==> src/rtl/arm_shift_stage.sv <==
// arm_shift_stage: ARM operand-2 shifter with a registered valid/ready stage feeding the ALU.
// Define ARM_SHIFT_SKID_EN to get a registered in_ready backed by a one-entry skid buffer.
module arm_shift_stage (
  input  logic        clk,
  input  logic        rst_n,
  input  logic        flush,
  input  logic        in_valid,
  output logic        in_ready,
  input  logic [3:0]  in_alu_op_sel,
  input  logic [31:0] in_rn,
  input  logic        in_imm,
  input  logic [7:0]  in_imm8,
  input  logic [3:0]  in_rot,
  input  logic [31:0] in_rm,
  input  logic [1:0]  in_shift_type,
  input  logic        in_shift_reg,
  input  logic [4:0]  in_shift_imm,
  input  logic [7:0]  in_rs,
  input  logic        in_c_flag,
  output logic        out_valid,
  input  logic        out_ready,
  output logic [3:0]  out_alu_op_sel,
  output logic [31:0] out_op1,
  output logic [31:0] out_op2,
  output logic        out_shift_c
);
  function automatic logic [31:0] ror32(input logic [31:0] x, input logic [4:0] n);
    logic [63:0] t;
    t = {x, x} >> n;
    return t[31:0];
  endfunction
  logic [7:0]  amt;
  logic [4:0]  lo, lsl_i, r_i;
  logic [31:0] sh_op2;
  logic        sh_c;
  always_comb begin
    amt = in_shift_reg ? in_rs : {3'd0, in_shift_imm};
    if (!in_shift_reg && in_shift_imm == 5'd0 && (in_shift_type == 2'd1 || in_shift_type == 2'd2))
      amt = 8'd32;
    lo = amt[4:0];
    lsl_i = 5'd0 - lo;
    r_i = lo - 5'd1;
    sh_op2 = in_rm;
    sh_c = in_c_flag;
    if (in_imm) begin
      sh_op2 = ror32({24'd0, in_imm8}, {in_rot, 1'b0});
      sh_c = (in_rot == 4'd0) ? in_c_flag : sh_op2[31];
    end else if (!in_shift_reg && in_shift_type == 2'd3 && in_shift_imm == 5'd0) begin
      sh_op2 = {in_c_flag, in_rm[31:1]};
      sh_c = in_rm[0];
    end else if (amt != 8'd0) begin
      case (in_shift_type)
        2'd0: begin
          sh_op2 = (amt < 8'd32) ? in_rm << lo : 32'd0;
          sh_c = (amt < 8'd32) ? in_rm[lsl_i] : (amt == 8'd32) & in_rm[0];
        end
        2'd1: begin
          sh_op2 = (amt < 8'd32) ? in_rm >> lo : 32'd0;
          sh_c = (amt < 8'd32) ? in_rm[r_i] : (amt == 8'd32) & in_rm[31];
        end
        2'd2: begin
          sh_op2 = (amt < 8'd32) ? 32'($signed(in_rm) >>> lo) : {32{in_rm[31]}};
          sh_c = (amt < 8'd32) ? in_rm[r_i] : in_rm[31];
        end
        default: begin
          sh_op2 = ror32(in_rm, lo);
          sh_c = (lo == 5'd0) ? in_rm[31] : in_rm[r_i];
        end
      endcase
    end
  end
  logic        out_valid_q, out_valid_d, c_q, c_d;
  logic [3:0]  sel_q, sel_d;
  logic [31:0] op1_q, op1_d, op2_q, op2_d;
  logic        in_xfer, load_in;
`ifdef ARM_SHIFT_SKID_EN
  logic        skid_valid_q, skid_valid_d, in_ready_q, in_ready_d, skid_c_q, skid_c_d;
  logic        free, from_skid, to_skid;
  logic [3:0]  skid_sel_q, skid_sel_d;
  logic [31:0] skid_op1_q, skid_op1_d, skid_op2_q, skid_op2_d;
  assign in_ready = in_ready_q;
  // The skid entry always drains into the output before new input, keeping order.
  always_comb begin
    in_xfer = in_valid & in_ready_q;
    free = ~out_valid_q | out_ready;
    from_skid = free & skid_valid_q;
    load_in = in_xfer & free;
    to_skid = in_xfer & ~free;
    out_valid_d = ~flush & (~free | skid_valid_q | in_xfer);
    skid_valid_d = ~flush & (to_skid | (skid_valid_q & ~free));
    in_ready_d = ~skid_valid_d;
    sel_d = from_skid ? skid_sel_q : load_in ? in_alu_op_sel : sel_q;
    op1_d = from_skid ? skid_op1_q : load_in ? in_rn : op1_q;
    op2_d = from_skid ? skid_op2_q : load_in ? sh_op2 : op2_q;
    c_d = from_skid ? skid_c_q : load_in ? sh_c : c_q;
    skid_sel_d = to_skid ? in_alu_op_sel : skid_sel_q;
    skid_op1_d = to_skid ? in_rn : skid_op1_q;
    skid_op2_d = to_skid ? sh_op2 : skid_op2_q;
    skid_c_d = to_skid ? sh_c : skid_c_q;
  end
  always_ff @(posedge clk or negedge rst_n)
    if (!rst_n) begin
      skid_valid_q <= 1'b0;
      in_ready_q <= 1'b1;
      skid_sel_q <= 4'd0;
      skid_op1_q <= 32'd0;
      skid_op2_q <= 32'd0;
      skid_c_q <= 1'b0;
    end else begin
      skid_valid_q <= skid_valid_d;
      in_ready_q <= in_ready_d;
      skid_sel_q <= skid_sel_d;
      skid_op1_q <= skid_op1_d;
      skid_op2_q <= skid_op2_d;
      skid_c_q <= skid_c_d;
    end
`else
  assign in_ready = ~out_valid_q | out_ready;
  always_comb begin
    in_xfer = in_valid & in_ready;
    load_in = in_xfer;
    out_valid_d = ~flush & (in_xfer | (out_valid_q & ~out_ready));
    sel_d = load_in ? in_alu_op_sel : sel_q;
    op1_d = load_in ? in_rn : op1_q;
    op2_d = load_in ? sh_op2 : op2_q;
    c_d = load_in ? sh_c : c_q;
  end
`endif
  always_ff @(posedge clk or negedge rst_n)
    if (!rst_n) begin
      out_valid_q <= 1'b0;
      sel_q <= 4'd0;
      op1_q <= 32'd0;
      op2_q <= 32'd0;
      c_q <= 1'b0;
    end else begin
      out_valid_q <= out_valid_d;
      sel_q <= sel_d;
      op1_q <= op1_d;
      op2_q <= op2_d;
      c_q <= c_d;
    end
  assign out_valid = out_valid_q;
  assign out_alu_op_sel = sel_q;
  assign out_op1 = op1_q;
  assign out_op2 = op2_q;
  assign out_shift_c = c_q;
endmodule

==> config.mk <==
export PLATFORM = sky130hd
export DESIGN_NAME = arm_shift_stage
export DESIGN_NICKNAME = d
export VERILOG_FILES = /design/src/rtl/arm_shift_stage.sv
export SDC_FILE = /design/constraint.sdc
export NUM_CORES = 1
export LEC_CHECK = 0
export CORE_ASPECT_RATIO = 0.7
export CORE_MARGIN = 2
export CORE_UTILIZATION = 51
export CTS_BUF_LIST = sky130_fd_sc_hd__clkbuf_4 sky130_fd_sc_hd__clkbuf_8
export CTS_CLUSTER_DIAMETER = 80
export CTS_CLUSTER_SIZE = 16
export DETAILED_ROUTE_END_ITERATION = 6
export HOLD_SLACK_MARGIN = 0.02
export PLACE_DENSITY = 0.8
export SLEW_MARGIN = 25
export SYNTH_ARGS = -nofsm -noshare
export SYNTH_HDL_FRONTEND = slang
export SYNTH_SLANG_ARGS = --single-unit
==> constraint.sdc <==
create_clock -name clk -period 1.96 [get_ports clk]
set_clock_uncertainty 0.2 [all_clocks]
set_input_delay 0.196 -clock clk [delete_from_list [all_inputs] [get_ports clk]]
set_output_delay 0.196 -clock clk [all_outputs]
set_load 0.03 [all_outputs]
==> qor.csv, run 1 <==
metric,value,unit
status,aborted with a tool error,
failing step,global routing,
Log Error,[ERROR GRT-0116] Global routing finished with congestion. Check the congestion regions in the DRC Viewer.,
mapped cell area,10300,µm²
GPL Wtd Cong,1.32,
Synth Area in Simple Gates,0.194,
IO buf count,173,
Seq cells post-synth,70,
CTS sink cnt,70,
GRT Resource Usage Total,0.783,
number of CTS-inserted buffers,9,
async set or reset register ratio after synthesis,1.00,
CTS Root Cell,clkbuf_8,
syn_area_per_cell,8.01,µm²
Initial Util,0.519,
largest net degree at the start of global routing,71,
Die Wd,173,µm
Synth cell types,86,
Synth Area in Compound Gates,0.260,
Synth Area in XOR/XNOR,0.00342,
first-pass GRT wire length,123000,µm
H-tree Lvls,3,
DP HPWL,49500,µm
Post-synth EDFFs,0,
Syn. warnings,0,
largest family of logic cells by synthesized area,multiplexers,
mux cell area share after synthesis,0.289,
Synth Area in Adders,0.00854,
number of global-route vias before repair,18700,
top_reg_cell synth,dfrtp_1,
grt ovf,2,
die height,123,µm
Bufs on Longest Clock Path,2,
Core Rows,43,
io pins,174,
Syn Nets,1391,
Post-Syn Instances,1281,
Placement Cell Area,15800,µm²
worst slack at placement,-1.83,ns
register area share after synthesis,0.171,
==> timing repair <==
action | 4_1_cts
endpoints found under the hold margin | 70
pin swaps | 92
gates cloned | 7
resized for setup | 313
endpoints found under the setup margin | 34
hold buffers | 1
setup buffers | 63
==> layer usage <==
layer,overflow,track usage
met5,1,0.461
met3,0,0.689
met1,1,0.788
met4,0,0.706
met2,0,0.923
==> per-stage QoR <==
stage,cells,util,setup TNS (ns)
CTS,2159,0.904,-17.67
detailed placement,2081,0.801,-58.84
global placement,2081,0.801,-55.18
floorplan,1281,-,-25.16
==> logic make-up after synthesis <==
family | after synthesis
AO/OA/AOI/OAI | 378
XOR/XNOR | 4
buffers and inverters | 162
adder cells (fa/ha/maj) | 7
flip-flops | 70
AND/OR/NAND/NOR | 458
multiplexers | 202
==> Yosys cell counts, types with 11 or more instances <==
library cell / instances / area [µm²]
inv_1: 16 / 60.1
mux4_2: 71 / 1600
mux2_2: 21 / 236
dfrtp_1: 70 / 1750
nand3_1: 31 / 155
clkbuf_1: 88 / 330
o22ai_1: 35 / 219
o21ai_0: 60 / 300
mux2i_1: 104 / 1040
o211ai_1: 17 / 128
a211oi_1: 22 / 165
a21oi_1: 71 / 355
and3_1: 13 / 81.3
and2_1: 11 / 68.8
buf_1: 16 / 60.1
o221ai_1: 18 / 158
a31oi_1: 18 / 113
nand2_1: 242 / 908
a221oi_1: 14 / 123
nor2_1: 93 / 349
nor3_1: 20 / 100
buf_2: 22 / 110
==> run 2: changes to the inputs <==
Settings changed: CORE_ASPECT_RATIO 0.7 to unset, CORE_UTILIZATION 51 to 40, CTS_BUF_LIST sky130_fd_sc_hd__clkbuf_4 sky130_fd_sc_hd__clkbuf_8 to unset, CTS_CLUSTER_DIAMETER 80 to unset, CTS_CLUSTER_SIZE 16 to unset, HOLD_SLACK_MARGIN 0.02 to unset, PLACE_DENSITY 0.8 to unset, PLACE_DENSITY_LB_ADDON set to 0.15.
Clock period 1.96 ns to 2.55 ns, I/O delays scaled along.
==> run 2 against run 1 <==
The flow now finishes, with violations (negative setup slack). Synthesized cell count unchanged. Synthesized area stayed put.
==> qor.csv, run 2 <==
metric,value,unit,change
Bufs on Longest Clock Path,2,,unchanged
layout cells sized above 1,0.464,,
register area share after synthesis,0.171,,unchanged
Seq cells post-synth,70,,unchanged
final wirelength,59500,µm,
Critical R2R Launch,out_valid,,
Die Wd,164,µm,-5.4%
Worst-Margin Slew,0.547,ns,
power density cells,425,nW/µm²,
syn_area_per_cell,8.01,µm²,unchanged
grt met2 use,0.678,,
Synth top cells by count,"nand2_1 (242), mux2i_1 (104), nor2_1 (93)",,
final period utilization,1.08,,
# Max-Cap Violations,0,,
clock slew at reported path FFs,0.07,ns,
"Slew Viols, Final",0,,
largest net degree at the start of global routing,43,,
Synth top area share,0.171,,unchanged
Final Non-Filler Cells,2205,,
number of CTS-inserted buffers,9,,unchanged
Residual DRC,0,,
GPL Wtd Cong,1.12,,-15%
critical path endpoint category,register,,
area of the core,25200,µm²,
CTS Root Cell,clkbuf_16,,
first-pass GRT wire length,86600,µm,
"Setup violations, final",31,,
kind of critical path,input pin to register,,
most frequent cells in the layout,"buf_4 (473), nand2_1 (226), clkdlybuf4s50_1 (152), nor2_1 (86), mux2i_1 (72)",,
status,"complete, but fails checks",,
top-count cell post-synth,nand2_1,,
CTS sink cnt,70,,unchanged
final setup margin,-0.196,ns,
Core Rows,58,,+35%
Post-synth EDFFs,0,,unchanged
"top cells by area, synth","dfrtp_1 (17%), mux4_2 (16%), mux2i_1 (10%), nand2_1 (8.9%), a21oi_1 (3.5%)",,
die height,164,µm,+34%
async set or reset register ratio after synthesis,1.00,,unchanged
DP HPWL,46200,µm,-6.7%
Clock Latency Late Sink,0.34,ns,
Max VDD drop,0.438,mV,
met3 Use GR,0.0977,,
mapped cell area,10300,µm²,unchanged
die area,26900,µm²,
Worst Hold Class,input pin to asynchronous set/reset pin,,
Initial Util,0.407,,-0.112
final hold slack,0.222,ns,
Worst Setup Start Kind,input pin,,
"commonest non-fill, non-tap cell in the layout",buf_4,,
RSZ-0062 raised after global routing,yes,,
Syn Nets,1391,,unchanged
number of global-route vias before repair,13800,,
Layout fillers,2014,,
Syn. warnings,0,,unchanged
Syn-to-layout area delta,74.4,%,
cell taking the most area after synthesis,dfrtp_1,,
CP startpoint,in_shift_reg,,
failing checks,negative setup slack,,
Detail Route Antenna Nets,0,,
Leak,7.69,nW,
vias per cell,6.44,,
io pins,174,,unchanged
antenna violations before repair,2,,
Synth cell types,86,,unchanged
CTS tree,done,,
Slew headroom,0.633,,
Peak Freq,364,MHz,
Fin. Hold Viols,0,,
grt met1 use,0.541,,
grt ovf,0,,
Post-Syn Instances,1281,,unchanged
CP Data Arrival Time,2.76,ns,
fin crit period,2.75,ns,
vias,14200,,
IO buf count,173,,unchanged
DRT iter0 DRCs,1631,,
Crit Path Max Fanout,5,,
H-tree Lvls,3,,unchanged
Nets,1978,,
DRT Pass-1 Iters,6,,
Critical Path RT,2.57,ns,
Post-Place Cells,2134,,+2.5%
Top Usage Layer GRT,met2,,
top_reg_cell synth,dfrtp_1,,
routed len/inst,27.0,µm,
GRT Resource Usage Total,0.434,,
## run 2: cell counts after synthesis
No cell type changed its count.
## run 2: per-stage QoR
step / utilization / area, µm² / setup WS (ns) / total power [W] / setup TNS, ns
5_1_grt: 0.710 / 17900 / -0.218 / 0.00784 / -4.28
2_1_floorplan: - / 10500 / -0.550 / 0.00342 / -7.66
4_1_cts: 0.696 / 17500 / -0.152 / 0.00732 / -1.77
6_report: 0.710 / 17900 / -0.196 / 0.00759 / -2.95
3_3_place_gp: 0.628 / 15800 / -1.13 / 0.00555 / -31.57
3_5_place_dp: 0.628 / 15800 / -1.17 / 0.00558 / -32.37
## run 2: cell families (layout without fill, tap and decap cells)
family | Yosys count | in the layout | share of synthesized area
AND/OR/NAND/NOR | 458 | 459 | 0.194
other | 0 | 2 | 0
AO/OA/AOI/OAI | 378 | 378 | 0.260
flip-flops | 70 | 70 | 0.171
adder cells (fa/ha/maj) | 7 | 7 | 0.00854
buffers and inverters | 162 | 753 | 0.0741
XOR/XNOR | 4 | 4 | 0.00342
multiplexers | 202 | 202 | 0.289
## run 2: worst paths after layout
kind	end	slack [ns]	cells past startpoint
max	out_op2[15]	-0.20	11
min	out_op2[31]	0.22	2
max reg2reg	out_shift_c	0.34	7
min reg2reg	out_op1[30]	0.27	2
max in group asynchronous	out_op1[30]	1.32	3
min in group clk	out_valid	0.23	2
## run 2: final cells by class
cell class,count,area (µm²),area share
Timing Repair Buffer,718,6320,0.354
Antenna cell,2,5.00,0.000280
Inverter,18,96.3,0.00539
Sequential cell,70,1750,0.0980
Timing Repair inverter,1,11.3,0.000630
Tap cell,330,413,0.0231
Multi-Input combinational cell,1050,8990,0.503
Clock buffer,9,225,0.0126
Clock inverter,7,61.3,0.00343
## run 2: worst max-delay path, cell delays in order
cell,delay [ns]
buf_8,0.10
mux2_4,0.39
buf_8,0.17
buf_12,0.13
mux4_2,0.45
o2bb2a_4,0.21
o211ai_1,0.20
buf_4,0.23
o221ai_4,0.19
a31oi_2,0.13
a211o_1,0.28
## run 2: layer usage
metal / share of wire / routed length (µm)
met5: 0 / 0
met4: 0.082 / 4880
met3: 0.11 / 6720
met2: 0.43 / 25800
met1: 0.37 / 22100
## run 2: power by group
group          internal [W]  total (W)  switching (W)
Sequential          0.00126    0.00136      0.0000916
Combinational       0.00236    0.00499        0.00263
Clock              0.000680    0.00125       0.000568
Total               0.00430    0.00759        0.00329
## run 2: repair_timing
item	CTS	global route
resized for setup	249	84
gates cloned	5	0
hold buffers	1	0
setup endpoints to repair	33	33
endpoints found under the hold margin	37	0
buffers inserted	46	9
pin swaps	70	50
No activity file was read; power rests on OpenSTA's default activity.
